**src/rtl/pipe_stage_reg.sv**
```systemverilog
// rtl/pipe_stage_reg.sv - elastic inter-stage pipeline register with optional skid buffer
// Output register M drives the stage outputs; skid register S absorbs one beat when SKID=1.
module pipe_stage_reg #(
   parameter int DATA_W     = 32,
   parameter int CTRL_W     = 8,
   parameter int PC_W       = 32,
   parameter int SKID       = 1,
   parameter int CLEAR_DATA = 1
) (
   input  logic              clk,
   input  logic              reset,
   input  logic              flush,
   input  logic              in_valid,
   output logic              in_ready,
   input  logic [DATA_W-1:0] in_data,
   input  logic [CTRL_W-1:0] in_ctrl,
   input  logic [PC_W-1:0]   in_pc,
   output logic              out_valid,
   input  logic              out_ready,
   output logic [DATA_W-1:0] out_data,
   output logic [CTRL_W-1:0] out_ctrl,
   output logic [PC_W-1:0]   out_pc,
   output logic [1:0]        occupancy,
   output logic [15:0]       stall_cnt
);

   logic              m_valid_q, m_valid_d;
   logic [DATA_W-1:0] m_data_q,  m_data_d;
   logic [CTRL_W-1:0] m_ctrl_q,  m_ctrl_d;
   logic [PC_W-1:0]   m_pc_q,    m_pc_d;
   logic              s_valid_q, s_valid_d;
   logic [DATA_W-1:0] s_data_q,  s_data_d;
   logic [CTRL_W-1:0] s_ctrl_q,  s_ctrl_d;
   logic [PC_W-1:0]   s_pc_q,    s_pc_d;
   logic [15:0]       stall_cnt_q, stall_cnt_d;

   logic ready_raw;
   logic accept;
   logic deliver;

   // With the skid buffer, ready depends only on state so no out_ready->in_ready path exists.
   always_comb begin
      if (SKID != 0) begin
         ready_raw = !s_valid_q;
      end else begin
         ready_raw = !m_valid_q || out_ready;
      end
      in_ready = ready_raw && !reset && !flush;
   end

   assign accept  = in_valid && in_ready;
   assign deliver = m_valid_q && out_ready;

   always_comb begin
      m_valid_d   = m_valid_q;
      m_data_d    = m_data_q;
      m_ctrl_d    = m_ctrl_q;
      m_pc_d      = m_pc_q;
      s_valid_d   = s_valid_q;
      s_data_d    = s_data_q;
      s_ctrl_d    = s_ctrl_q;
      s_pc_d      = s_pc_q;
      stall_cnt_d = stall_cnt_q;

      if (m_valid_q && !out_ready && stall_cnt_q != 16'hFFFF) begin
         stall_cnt_d = stall_cnt_q + 16'd1;
      end

      if (reset) begin
         m_valid_d   = 1'b0;
         m_data_d    = '0;
         m_ctrl_d    = '0;
         m_pc_d      = '0;
         s_valid_d   = 1'b0;
         s_data_d    = '0;
         s_ctrl_d    = '0;
         s_pc_d      = '0;
         stall_cnt_d = '0;
      end else if (flush) begin
         m_valid_d = 1'b0;
         m_ctrl_d  = '0;
         s_valid_d = 1'b0;
         s_ctrl_d  = '0;
         if (CLEAR_DATA != 0) begin
            m_data_d = '0;
            m_pc_d   = '0;
            s_data_d = '0;
            s_pc_d   = '0;
         end
      end else if (SKID != 0 && s_valid_q) begin
         // Full: in_ready is low, so only a deliver can move the skid beat forward.
         if (deliver) begin
            m_valid_d = 1'b1;
            m_data_d  = s_data_q;
            m_ctrl_d  = s_ctrl_q;
            m_pc_d    = s_pc_q;
            s_valid_d = 1'b0;
            s_ctrl_d  = '0;
            if (CLEAR_DATA != 0) begin
               s_data_d = '0;
               s_pc_d   = '0;
            end
         end
      end else if (accept && (!m_valid_q || deliver)) begin
         m_valid_d = 1'b1;
         m_data_d  = in_data;
         m_ctrl_d  = in_ctrl;
         m_pc_d    = in_pc;
      end else if (accept) begin
         s_valid_d = 1'b1;
         s_data_d  = in_data;
         s_ctrl_d  = in_ctrl;
         s_pc_d    = in_pc;
      end else if (deliver) begin
         // Emptied M presents a bubble so valid-blind consumers see ctrl=0.
         m_valid_d = 1'b0;
         m_ctrl_d  = '0;
         if (CLEAR_DATA != 0) begin
            m_data_d = '0;
            m_pc_d   = '0;
         end
      end

      if (SKID == 0) begin
         s_valid_d = 1'b0;
         s_data_d  = '0;
         s_ctrl_d  = '0;
         s_pc_d    = '0;
      end
   end

   always_ff @(posedge clk) begin
      m_valid_q   <= m_valid_d;
      m_data_q    <= m_data_d;
      m_ctrl_q    <= m_ctrl_d;
      m_pc_q      <= m_pc_d;
      s_valid_q   <= s_valid_d;
      s_data_q    <= s_data_d;
      s_ctrl_q    <= s_ctrl_d;
      s_pc_q      <= s_pc_d;
      stall_cnt_q <= stall_cnt_d;
   end

   assign out_valid = m_valid_q;
   assign out_data  = m_data_q;
   assign out_ctrl  = m_ctrl_q;
   assign out_pc    = m_pc_q;
   assign occupancy = {1'b0, m_valid_q} + {1'b0, s_valid_q};
   assign stall_cnt = stall_cnt_q;

endmodule

```
**config.mk**
```make
export PLATFORM = sky130hd
export DESIGN_NAME = pipe_stage_reg
export DESIGN_NICKNAME = d
export VERILOG_FILES = /design/src/rtl/pipe_stage_reg.sv
export SDC_FILE = /design/constraint.sdc
export NUM_CORES = 1
export LEC_CHECK = 0
export BUFFER_PORTS_ARGS = -buffer_cell sky130_fd_sc_hd__buf_2
export CORE_MARGIN = 1.5
export CORE_UTILIZATION = 52
export CTS_BUF_LIST = sky130_fd_sc_hd__clkbuf_8 sky130_fd_sc_hd__clkbuf_16
export DETAILED_ROUTE_END_ITERATION = 10
export MAX_ROUTING_LAYER = met4
export PLACE_DENSITY = 0.8
export SLEW_MARGIN = 20
export SYNTH_ARGS = -nofsm -noshare
export SYNTH_HDL_FRONTEND = slang
export SYNTH_SLANG_ARGS = --single-unit
```
**constraint.sdc**
```tcl
create_clock -name clk -period 2.1 [get_ports clk]
set_input_delay 0.315 -clock clk [delete_from_list [all_inputs] [get_ports clk]]
set_output_delay 0.315 -clock clk [all_outputs]
set_load 0.02 [all_outputs]
```
==> impl_metrics.sql, run 1 <==
INSERT INTO impl_metrics (metric_group, metric, value, unit) VALUES
('timing', 'hold_ws', '0.130', 'ns'),
('drt', 'finalWirelength', '15.7', 'mm'),
('synthesis', 'yosys_most_used_dff', 'sky130_fd_sc_hd__dfxtp_1', ''),
('synthesis', 'synth.avg_cell_area', '10.0', 'sq um'),
('timing', 'max_freq', '0.504', 'GHz'),
('die', 'die_area', '0.0122', 'sq mm'),
('worst_setup_path', 'required_time_at_the_worst_slack_endpoint', '1.78', 'ns'),
('pwr', 'power.internal', '5.03', 'mW'),
('synthesis', 'synthesis.yosys.warnings', '0', ''),
('timing', 'worst-slew-pin-transition', '0.584', 'ns'),
('timing', 'layout_min_cycle_time', '1.98', 'ns'),
('synthesis', 'netlist_top_cells_area', 'sky130_fd_sc_hd__dfxtp_1 (54%), sky130_fd_sc_hd__a22o_1 (10%), sky130_fd_sc_hd__a22oi_1 (9.0%)', ''),
('worst_hold_path', 'worst_hold_path.endpoint', 's_data_q[19]', ''),
('pwr', 'share_clk_of_total_power', '44.8', '%'),
('worst_hold_path', 'worst_hold_startpoint', 'in_data[19]', ''),
('cells_and_area', 'finish.net_count', '826', ''),
('worst_setup_path', 'worst-r2r-cell-count', '5', ''),
('grt', 'first_global_vias', '5144', ''),
('synthesis', 'synthesis.area', '0.00603', 'sq mm'),
('clock_tree', 'cts_post_setup_buffers_inserted', '0', ''),
('pwr', 'total_power', '6.54', 'mW'),
('pwr', 'combinationalPowerShare', '7.0', '%'),
('timing', 'setup_viol', '0', ''),
('synthesis', 'synth_fp_nets', '680', ''),
('synthesis', 'synth.top_cell.area_share', '53.8', '%'),
('place', 'place_area', '0.00699', 'sq mm'),
('die', 'initial_standard_cell_utilization_of_the_core', '53.0', '%'),
('grt', 'grt_remaining_overflow', '0', ''),
('die', 'pin_count', '169', ''),
('timing', 'drv_slew', '0', ''),
('timing', 'clock-skew-final', '0.00847', 'ns'),
('timing', 'rsz0062_at_grt', 'false', ''),
('clock_tree', 'tritoncts', 'built', ''),
('clock_tree', 'numCtsBuffers', '17', ''),
('clock_tree', 'cts_root_buffer', 'sky130_fd_sc_hd__clkbuf_16', ''),
('pwr', 'switching_share', '23.1', '%'),
('die', 'die-width', '111', 'um'),
('place', 'gp_routability_congestion', '0.885', ''),
('clock_tree', 'later_pin_clock_latency_in_the_skew_report', '0.42', 'ns'),
('worst_setup_path', 'critical_path.reg2reg.endpoint', 'out_data[1]', ''),
('synthesis', 'netlist-cell-type-count', '44', ''),
('worst_hold_path', 'whs_path_depth', '2', ''),
('cells_and_area', 'area_delta_synth_final', '25.5', '%'),
('die', 'row_count', '39', ''),
('clock_tree', 'post_cts_hold_buffer_count', '0', ''),
('worst_setup_path', 'cp-end-kind', 'output pin', ''),
('cells_and_area', 'instances_no_fill', '903', ''),
('worst_setup_path', 'cp_max_fo', '76', ''),
('cells_and_area', 'utilization', '66.5', '%'),
('timing', 'setup_tns', '0', 'ns'),
('clock_tree', 'cells_resized_by_post_cts_repair', '2', ''),
('cells_and_area', 'antenna-diode-count', '0', ''),
('timing', 'timing_hold_violations_final', '0', ''),
('place', 'numPortBuffers', '168', ''),
('drt', 'antenna_violating_nets_post_route', '0', ''),
('drt', 'detailed_route_vias_per_instance', '6.13', ''),
('worst_setup_path', 'critPathLaunchType', 'flip-flop', ''),
('synthesis', 'synthArstFlopShare', '0', '%'),
('pwr', 'peakVddDrop', '0.746', 'mV'),
('worst_setup_path', 'critical_path_arrival', '1.67', 'ns'),
('pwr', 'leakage', '3.13', 'nW'),
('place', 'preCtsSetupSlack', '0.0484', 'ns'),
('pwr', 'power-per-cell-area', '865', 'mW/mm^2'),
('drt', 'dr.first_iter.drc_count', '622', ''),
('worst_setup_path', 'worstReg2RegStart', 's_valid_q', ''),
('grt', 'grt_antenna_before_repair', '0', ''),
('synthesis', 'synth_top_area_cell', 'sky130_fd_sc_hd__dfxtp_1', ''),
('drt', 'detailedRoute.firstPassIterationCount', '5', ''),
('outcome', 'outcome', 'complete, no violations', ''),
('synthesis', 'synthesized_instance_count', '601', ''),
('synthesis', 'ys_seq_area_share', '53.8', '%');
-- metal layers --
metal  up-vias  track usage [%]  wire length (um)
met2       230             39.7              7490
met1      2661             33.7              6950
met5         -                -                 0
li1       2602                -                 -
met4         0             11.8               385
met3        38             5.30               917
-- power groups by stage --
stage	sequential [mW]	clock [mW]	combinational, mW
floorplan	3.27	0	0.201
global placement	3.22	0	0.438
detailed placement	3.22	0	0.453
CTS	3.15	2.97	0.456
global route	3.16	3.10	0.494
finish	3.15	2.93	0.457
-- state kept, by name, summed over array words and instances, names as in the netlist --
register	flops
out_ctrl	8
s_pc_q	32
out_pc	32
s_ctrl_q	8
s_data_q	32
out_data	32
stall_cnt	16
out_valid	1
s_valid_q	1
-- worst max-delay path by stage --
stage                     to  slack (ns)      start
2_1_floorplan  stall_cnt[13]        0.17  out_valid
3_3_place_gp     out_data[8]        0.13      reset
3_5_place_dp      out_pc[29]        0.05      reset
4_1_cts         occupancy[0]        0.07  s_valid_q
5_1_grt          out_data[5]        0.01  s_valid_q
6_report        occupancy[0]        0.12  s_valid_q
-- worst max-delay path, stage by stage, from the launching register on --
cell	delay, ns
sky130_fd_sc_hd__dfxtp_2	0.37
sky130_fd_sc_hd__buf_8	0.41
sky130_fd_sc_hd__ha_1	0.32
sky130_fd_sc_hd__buf_2	0.16
-- cells by family after synthesis --
family          synth area share [%]
buf+inv                         5.21
flops                           53.8
compound gates                  35.3
fa+ha+maj                      0.415
mux                            0.374
simple gates                    4.86
-- area by class of cell --
| type | instances | area [sq um] |
|---|---|---|
| Inverter | 5 | 18.8 |
| Sequential cell | 162 | 3240 |
| Clock inverter | 11 | 86.3 |
| Multi-Input combinational cell | 378 | 2490 |
| Tap cell | 143 | 179 |
| Clock buffer | 21 | 480 |
| Fill cell | 914 | 3810 |
| Timing Repair Buffer | 183 | 1060 |
-- synth_stat cells, drive strengths merged (3+ instances only) --
cell type  number
clkbuf         29
nand4           3
buf            27
nor4            4
nor2           12
or4             3
inv             5
a22o           72
a21oi          82
nand2           8
a22oi          72
dfxtp         162
nand3           5
or3             5
o21ai          79
o31ai           3
Power figures use the tool's default switching activity.
==> run 2, diff against run 1 <==
--- a/config.mk
+++ b/config.mk
@@ -7,11 +7,11 @@
 export LEC_CHECK = 0
 export BUFFER_PORTS_ARGS = -buffer_cell sky130_fd_sc_hd__buf_2
 export CORE_MARGIN = 1.5
-export CORE_UTILIZATION = 52
+export CORE_UTILIZATION = 56
 export CTS_BUF_LIST = sky130_fd_sc_hd__clkbuf_8 sky130_fd_sc_hd__clkbuf_16
 export DETAILED_ROUTE_END_ITERATION = 10
 export MAX_ROUTING_LAYER = met4
-export PLACE_DENSITY = 0.8
+export PLACE_DENSITY = 0.85
 export SLEW_MARGIN = 20
 export SYNTH_ARGS = -nofsm -noshare
 export SYNTH_HDL_FRONTEND = slang
==> constraint.sdc (replaced) <==
create_clock -name clk -period 2.3 [get_ports clk]
set_input_delay 0.345 -clock clk [delete_from_list [all_inputs] [get_ports clk]]
set_output_delay 0.345 -clock clk [all_outputs]
set_load 0.02 [all_outputs]
==> run 2 against run 1 <==
  * Critical path depth rose by 1
  * First-iteration DRC count shrank 16%
  * Setup slack improved by 0.058 ns
  * Power fell by 5.6%
  * Clock-buffer cell count increased by 1
  * Routed wire length increased by 2.5%
  * Via count is 1.4% higher
  * Clock power decreased by 2%
  * Non-clock buffer count grew 1
  * Sequential power down 8.6%
  * Critical path type unchanged
  * Largest cell class unchanged
==> impl_metrics.sql, run 2 (same netlist as run 1, synthesis figures left out) <==
INSERT INTO impl_metrics (metric_group, metric, value, unit) VALUES
('outcome', 'outcome', 'complete, no violations', ''),
('timing', 'worst-slew-pin-transition', '0.605', 'ns'),
('timing', 'setup_viol', '0', ''),
('timing', 'drv_slew', '0', ''),
('timing', 'slew_headroom', '59.3', '%'),
('timing', 'timing_hold_violations_final', '0', ''),
('worst_setup_path', 'slowest_delay', '0.35', 'ns'),
('clock_tree', 'later_pin_clock_latency_in_the_skew_report', '0.53', 'ns'),
('drt', 'detailed_route_vias_per_instance', '6.25', ''),
('die', 'row_count', '37', ''),
('timing', 'worst_slack', '0.176', 'ns'),
('clock_tree', 'ctsLongestPathBuffers', '2', ''),
('drt', 'dr_total_vias', '5609', ''),
('grt', 'grt_antenna_before_repair', '0', ''),
('place', 'placed_cells_incl_taps', '865', ''),
('clock_tree', 'clkTransAtPathRegs', '0.06', 'ns'),
('timing', 'rsz0062_at_grt', 'false', ''),
('clock_tree', 'post_cts_hold_buffer_count', '0', ''),
('place', 'preCtsSetupSlack', '0.163', 'ns'),
('drt', 'route.detailed.drc', '0', ''),
('worst_setup_path', 'timing.critical_path.cells', 'buf_6, buf_6, nor2_1, buf_2', ''),
('die', 'initial_standard_cell_utilization_of_the_core', '58.1', '%'),
('timing', 'hold_ws', '0.0429', 'ns'),
('pwr', 'power-per-cell-area', '813', 'mW/mm^2'),
('pwr', 'total_power', '6.18', 'mW'),
('worst_setup_path', 'cp-end-kind', 'output pin', ''),
('die', 'die_area', '0.0114', 'sq mm'),
('cells_and_area', 'top_library_cells_by_usage_in_the_layout_fill_and_taps_aside', 'sky130_fd_sc_hd__buf_2 (168), sky130_fd_sc_hd__dfxtp_1 (161), sky130_fd_sc_hd__a21oi_1 (80)', ''),
('drt', 'finalWirelength', '16.1', 'mm'),
('cells_and_area', 'antenna-diode-count', '0', ''),
('die', 'pin_count', '169', ''),
('timing', 'clock-skew-final', '0.00827', 'ns'),
('timing', 'max_freq', '0.471', 'GHz'),
('drt', 'antenna_violating_nets_post_route', '0', ''),
('cells_and_area', 'instances_no_fill', '897', ''),
('grt', 'first_global_vias', '5374', ''),
('cells_and_area', 'most_common_cell_after_layout_fill_and_taps_aside', 'sky130_fd_sc_hd__buf_2', ''),
('pwr', 'peakVddDrop', '0.539', 'mV'),
('pwr', 'leakage', '3.15', 'nW'),
('place', 'gp_routability_congestion', '0.829', ''),
('flow_run', 'max-cap-violations', '0', ''),
('drt', 'dr.first_iter.drc_count', '523', ''),
('worst_setup_path', 'worst_path_max_delay_cell', 'sky130_fd_sc_hd__buf_6', ''),
('worst_hold_path', 'hp-class', 'in -> reg', ''),
('timing', 'timing.final.crit_share', '92.3', '%'),
('drt', 'detailedRoute.firstPassIterationCount', '5', ''),
('clock_tree', 'tritoncts_num_sinks', '162', ''),
('clock_tree', 'cts_max_level', '4', ''),
('cells_and_area', 'area_delta_synth_final', '26.1', '%'),
('place', 'numPortBuffers', '168', ''),
('drt', 'wl_per_cell', '18.0', 'um'),
('grt', 'grt_use_total', '29.5', '%'),
('cells_and_area', 'finish.net_count', '827', ''),
('clock_tree', 'tritoncts', 'built', ''),
('cells_and_area', 'layout-drive-gt1-share', '29.3', '%'),
('worst_setup_path', 'critPathMostFrequentCell', 'sky130_fd_sc_hd__buf_6', ''),
('die', 'die-width', '107', 'um'),
('grt', 'grt_remaining_overflow', '0', ''),
('worst_setup_path', 'required_time_at_the_worst_slack_endpoint', '1.96', 'ns'),
('grt', 'pin_count_of_the_biggest_net_entering_global_routing', '74', ''),
('clock_tree', 'cts_root_buffer', 'sky130_fd_sc_hd__clkbuf_8', ''),
('worst_setup_path', 'timing_worst_setup_path_type', 'reg -> out', ''),
('clock_tree', 'numCtsBuffers', '17', ''),
('timing', 'setup_tns', '0', 'ns'),
('grt', 'grt_pass1_wl', '26.0', 'mm'),
('worst_setup_path', 'cp_max_fo', '42', ''),
('die', 'coreArea', '0.0104', 'sq mm'),
('place', 'dp.final_hpwl', '9.92', 'mm'),
('worst_setup_path', 'critPathLaunchType', 'flip-flop', ''),
('timing', 'layout_min_cycle_time', '2.12', 'ns'),
('die', 'chipHeight', '107', 'um'),
('worst_setup_path', 'critical_path_arrival', '1.78', 'ns');
## run 2: per-layer routing
metal / vias to the layer above / track usage, % / wire length [um]
li1: 2602 / - / -
met1: 2702 / 37.0 / 6870
met2: 273 / 45.7 / 7790
met3: 32 / 6.20 / 1070
met4: 0 / 14.0 / 416
met5: - / - / 0
## run 2: cell type report
| type | count | area (sq um) |
|---|---|---|
| inverter | 5 | 18.8 |
| tap | 136 | 170 |
| clock buffer | 22 | 483 |
| clock inverter | 10 | 131 |
| timing repair buffer | 184 | 1060 |
| sequential | 162 | 3240 |
| fill | 788 | 2770 |
| multi-input combinational | 378 | 2490 |
## run 2: repair_timing
item,in CTS,in global routing
setup endpoints to repair,1,1
resized for setup,1,1
hold endpoints to repair,0,0
setup buffers,0,0
## run 2: final timing paths
kind | start | end | slack, ns | cells after the start
worst max-delay path | s_valid_q | in_ready | 0.18 | 4
worst max register to register | s_valid_q | out_data[24] | 0.34 | 5
worst min-delay path | in_data[11] | s_data_q[11] | 0.04 | 2
worst min register to register | s_data_q[29] | s_data_q[29] | 0.48 | 1
## run 2: metrics by stage
stage	util [%]	area, sq um
6_report	73.3	7600
5_1_grt	73.3	7600
4_1_cts	73.2	7590
3_5_place_dp	67.3	6980
3_3_place_gp	67.3	6980
2_1_floorplan	-	6030
## run 2: critical path, delay by kind of cell, from the launching register on
| kind | cells | cell delay (ns) |
|---|---|---|
| buffers and inverters | 3 | 0.83 |
| DFF | 1 | 0.33 |
| and+or+nand+nor | 1 | 0.08 |
## run 2: where the power goes
group	switching (mW)	total [mW]	leakage (nW)	internal, mW
combinational	0.273	0.421	1.53	0.149
clock	1.09	2.88	0.306	1.79
sequential	0.0257	2.88	1.31	2.85
total	1.39	6.18	3.15	4.79
==> run 3, diff against run 2 <==
--- a/config.mk
+++ b/config.mk
@@ -5,9 +5,10 @@
 export SDC_FILE = /design/constraint.sdc
 export NUM_CORES = 1
 export LEC_CHECK = 0
+export ABC_AREA = 1
 export BUFFER_PORTS_ARGS = -buffer_cell sky130_fd_sc_hd__buf_2
 export CORE_MARGIN = 1.5
-export CORE_UTILIZATION = 56
+export CORE_UTILIZATION = 58
 export CTS_BUF_LIST = sky130_fd_sc_hd__clkbuf_8 sky130_fd_sc_hd__clkbuf_16
 export DETAILED_ROUTE_END_ITERATION = 10
 export MAX_ROUTING_LAYER = met4
==> run 3 against run 2 <==
  * Cell count up 50%
  * Sequential cell count unchanged
  * Global-route usage up 1.8 points
  * Area after synthesis up 23%
  * Clock-buffer cell count is the same
  * Power grew 0.35%
  * Clock power decreased by 3%
  * First-iteration DRC count increased by 49%
  * Utilization fell by 2.3 points
  * Clock skew down 0.0035 ns
  * Routed wire length increased by 25%
  * Critical path depth fell by 1
  * Largest cell class is now multi-input gates
  * Highest routed layer unchanged
==> impl_metrics.sql, run 3 <==
INSERT INTO impl_metrics (metric_group, metric, value, unit) VALUES
('synthesis', 'most_frequent_cell_after_synthesis', 'sky130_fd_sc_hd__a21oi_1', ''),
('synthesis', 'ys_seq_area_share', '43.9', '%'),
('worst_setup_path', 'cp-end-kind', 'output pin', ''),
('worst_setup_path', 'worst_path_max_delay_cell', 'sky130_fd_sc_hd__dfxtp_2', ''),
('synthesis', 'synth.avg_cell_area', '7.07', 'sq um'),
('worst_setup_path', 'timing.critical_path.cells', 'buf_4, ha_1, buf_2', ''),
('synthesis', 'synthesized_instance_count', '1046', ''),
('timing', 'timing.final.crit_share', '82.6', '%'),
('worst_setup_path', 'slowest_delay', '0.34', 'ns'),
('clock_tree', 'tritoncts_num_sinks', '162', ''),
('place', 'place_area', '0.00830', 'sq mm'),
('pwr', 'combinationalPowerShare', '8.4', '%'),
('pwr', 'share_clk_of_total_power', '44.9', '%'),
('synthesis', 'number_of_synthesized_flops_with_an_enable_pin', '0', ''),
('die', 'coreArea', '0.0125', 'sq mm'),
('cells_and_area', 'fin_area', '0.00888', 'sq mm'),
('grt', 'grt_pass1_wl', '32.6', 'mm'),
('worst_setup_path', 'cp_max_fo', '31', ''),
('place', 'gp_routability_congestion', '0.815', ''),
('drt', 'dr.first_iter.drc_count', '780', ''),
('drt', 'finalWirelength', '20.2', 'mm'),
('die', 'row_count', '41', ''),
('drt', 'dr_total_vias', '7686', ''),
('timing', 'setup_viol', '0', ''),
('grt', 'pin_count_of_the_biggest_net_entering_global_routing', '131', ''),
('timing', 'clock-skew-final', '0.00477', 'ns'),
('die', 'chipHeight', '116', 'um'),
('synthesis', 'synthesis.yosys.warnings', '0', ''),
('synthesis', 'synthesis.area', '0.00740', 'sq mm'),
('die', 'die_area', '0.0134', 'sq mm'),
('worst_setup_path', 'timing_worst_setup_path_type', 'reg -> out', ''),
('timing', 'drv_slew', '0', ''),
('clock_tree', 'tritoncts', 'built', ''),
('pwr', 'power_frac_seq', '46.6', '%'),
('worst_hold_path', 'hp-class', 'in -> reg', ''),
('place', 'preCtsSetupSlack', '0.469', 'ns'),
('grt', 'grt_remaining_overflow', '0', ''),
('cells_and_area', 'area_delta_synth_final', '20.0', '%'),
('worst_setup_path', 'critPathLaunchType', 'flip-flop', ''),
('clock_tree', 'post_cts_hold_buffer_count', '0', ''),
('pwr', 'power.internal', '4.76', 'mW'),
('clock_tree', 'ctsLongestPathBuffers', '2', ''),
('drt', 'antenna_violating_nets_post_route', '0', ''),
('synthesis', 'ys_ff_latch', '162', ''),
('synthesis', 'yosys_most_used_dff', 'sky130_fd_sc_hd__dfxtp_1', ''),
('synthesis', 'synth_top_area_cell', 'sky130_fd_sc_hd__dfxtp_1', ''),
('drt', 'detailedRoute.firstPassIterationCount', '6', ''),
('synthesis', 'netlist-cell-type-count', '25', ''),
('clock_tree', 'later_pin_clock_latency_in_the_skew_report', '0.43', 'ns'),
('worst_setup_path', 'critical_path_arrival', '1.55', 'ns'),
('grt', 'grt_antenna_before_repair', '0', ''),
('timing', 'worst-slew-pin-transition', '0.623', 'ns'),
('timing', 'rsz0062_at_grt', 'false', ''),
('worst_setup_path', 'required_time_at_the_worst_slack_endpoint', '1.96', 'ns'),
('clock_tree', 'cells_resized_by_post_cts_repair', '0', ''),
('die', 'die-width', '116', 'um'),
('drt', 'route.detailed.drc', '0', ''),
('pwr', 'peakVddDrop', '0.606', 'mV'),
('clock_tree', 'cts_root_buffer', 'sky130_fd_sc_hd__clkbuf_16', ''),
('timing', 'slew_headroom', '58.5', '%'),
('die', 'initial_standard_cell_utilization_of_the_core', '59.1', '%'),
('timing', 'worst_slack', '0.401', 'ns'),
('place', 'dp.final_hpwl', '12.0', 'mm'),
('synthesis', 'leading_post_synthesis_cells_by_instance_count', 'sky130_fd_sc_hd__a21oi_1 (226), sky130_fd_sc_hd__nand2_1 (188), sky130_fd_sc_hd__dfxtp_1 (162)', ''),
('cells_and_area', 'top_library_cells_by_usage_in_the_layout_fill_and_taps_aside', 'sky130_fd_sc_hd__a21oi_1 (226), sky130_fd_sc_hd__nand2_1 (186), sky130_fd_sc_hd__buf_2 (168)', ''),
('pwr', 'leakage', '3.87', 'nW'),
('outcome', 'outcome', 'complete, no violations', ''),
('pwr', 'switching_share', '23.2', '%'),
('cells_and_area', 'antenna-diode-count', '0', ''),
('synthesis', 'synth.top_cell.area_share', '43.9', '%'),
('timing', 'layout_min_cycle_time', '1.90', 'ns'),
('clock_tree', 'cts_post_setup_buffers_inserted', '0', ''),
('cells_and_area', 'most_common_cell_after_layout_fill_and_taps_aside', 'sky130_fd_sc_hd__a21oi_1', ''),
('synthesis', 'synth_fp_nets', '1125', ''),
('synthesis', 'netlist_top_cells_area', 'sky130_fd_sc_hd__dfxtp_1 (44%), sky130_fd_sc_hd__a21oi_1 (15%), sky130_fd_sc_hd__nand2_1 (9.5%)', ''),
('synthesis', 'synthArstFlopShare', '0', '%'),
('cells_and_area', 'finish.net_count', '1245', ''),
('place', 'numPortBuffers', '168', ''),
('cells_and_area', 'layout-drive-gt1-share', '20.0', '%'),
('drt', 'detailed_route_vias_per_instance', '5.70', ''),
('grt', 'grt_use_total', '31.3', '%'),
('clock_tree', 'clkTransAtPathRegs', '0.06', 'ns'),
('pwr', 'power_switching', '1.44', 'mW'),
('pwr', 'power-per-cell-area', '698', 'mW/mm^2'),
('die', 'pin_count', '169', ''),
('timing', 'max_freq', '0.527', 'GHz'),
('timing', 'setup_tns', '0', 'ns'),
('clock_tree', 'numCtsBuffers', '17', ''),
('clock_tree', 'cts_max_level', '4', ''),
('grt', 'first_global_vias', '6855', ''),
('timing', 'timing_hold_violations_final', '0', ''),
('drt', 'wl_per_cell', '15.0', 'um'),
('flow_run', 'max-cap-violations', '0', ''),
('cells_and_area', 'utilization', '70.9', '%');
run 3: changes by cell type after synthesis, moves of 74 or more:
cell	before	now
sky130_fd_sc_hd__nand3_1	5	79
sky130_fd_sc_hd__inv_1	5	84
sky130_fd_sc_hd__nand2_1	8	188
sky130_fd_sc_hd__a21oi_1	81	226
sky130_fd_sc_hd__o21ai_0	78	4
run 3: cell type report:
type | count | area (sq um)
Clock buffer | 22 | 494
Sequential cell | 162 | 3240
Multi-Input combinational cell | 704 | 3410
Timing Repair Buffer | 192 | 1100
Tap cell | 172 | 215
Clock inverter | 8 | 86.3
Inverter | 89 | 337
Fill cell | 1068 | 3640
run 3: through the flow:
stage / hold WS (ns) / power, mW / cells
global placement: 0.428 / 3.46 / 1319
floorplan: 0.421 / 3.27 / 1046
global route: 0.194 / 6.40 / 1349
finish: 0.173 / 6.20 / 1349
CTS: 0.168 / 6.21 / 1349
detailed placement: 0.433 / 3.46 / 1319
run 3: cells by family after synthesis:
| group | Yosys count | synth area share [%] |
|---|---|---|
| simple gates | 395 | 24.5 |
| compound gates | 301 | 20.5 |
| buf+inv | 180 | 10.2 |
| flops | 162 | 43.9 |
| xor+xnor | 6 | 0.711 |
| fa+ha+maj | 2 | 0.338 |
run 3: path summary, 6_finish.rpt:
| check | cells after the start | startpoint | end | slack [ns] |
|---|---|---|---|---|
| worst min-delay path | 3 | in_pc[10] | s_pc_q[10] | 0.17 |
| worst max-delay path | 3 | s_valid_q | occupancy[0] | 0.40 |
| worst min register to register | 2 | s_pc_q[17] | s_pc_q[17] | 0.44 |
| worst max register to register | 8 | s_valid_q | out_ctrl[6] | 0.51 |
run 3: power by group through the flow:
stage | clock network [mW] | registers (mW) | logic, mW
2_1_floorplan | 0 | 2.98 | 0.285
3_3_place_gp | 0 | 2.95 | 0.509
3_5_place_dp | 0 | 2.95 | 0.513
4_1_cts | 2.80 | 2.89 | 0.519
5_1_grt | 2.93 | 2.89 | 0.577
6_report | 2.79 | 2.89 | 0.523
run 3: metal layers:
layer / track usage (%) / vias up / part of all wire [%]
li1: - / 3775 / -
met1: 40.9 / 3527 / 43
met2: 48.4 / 343 / 47
met3: 5.65 / 41 / 7.7
met4: 12.0 / 0 / 2.3
met5: - / - / 0
run 3: critical path, delay by kind of cell, from the launching register on:
kind / cells / cell delay (ns)
flops: 1 / 0.34
buf+inv: 2 / 0.48
fa+ha+maj: 1 / 0.30
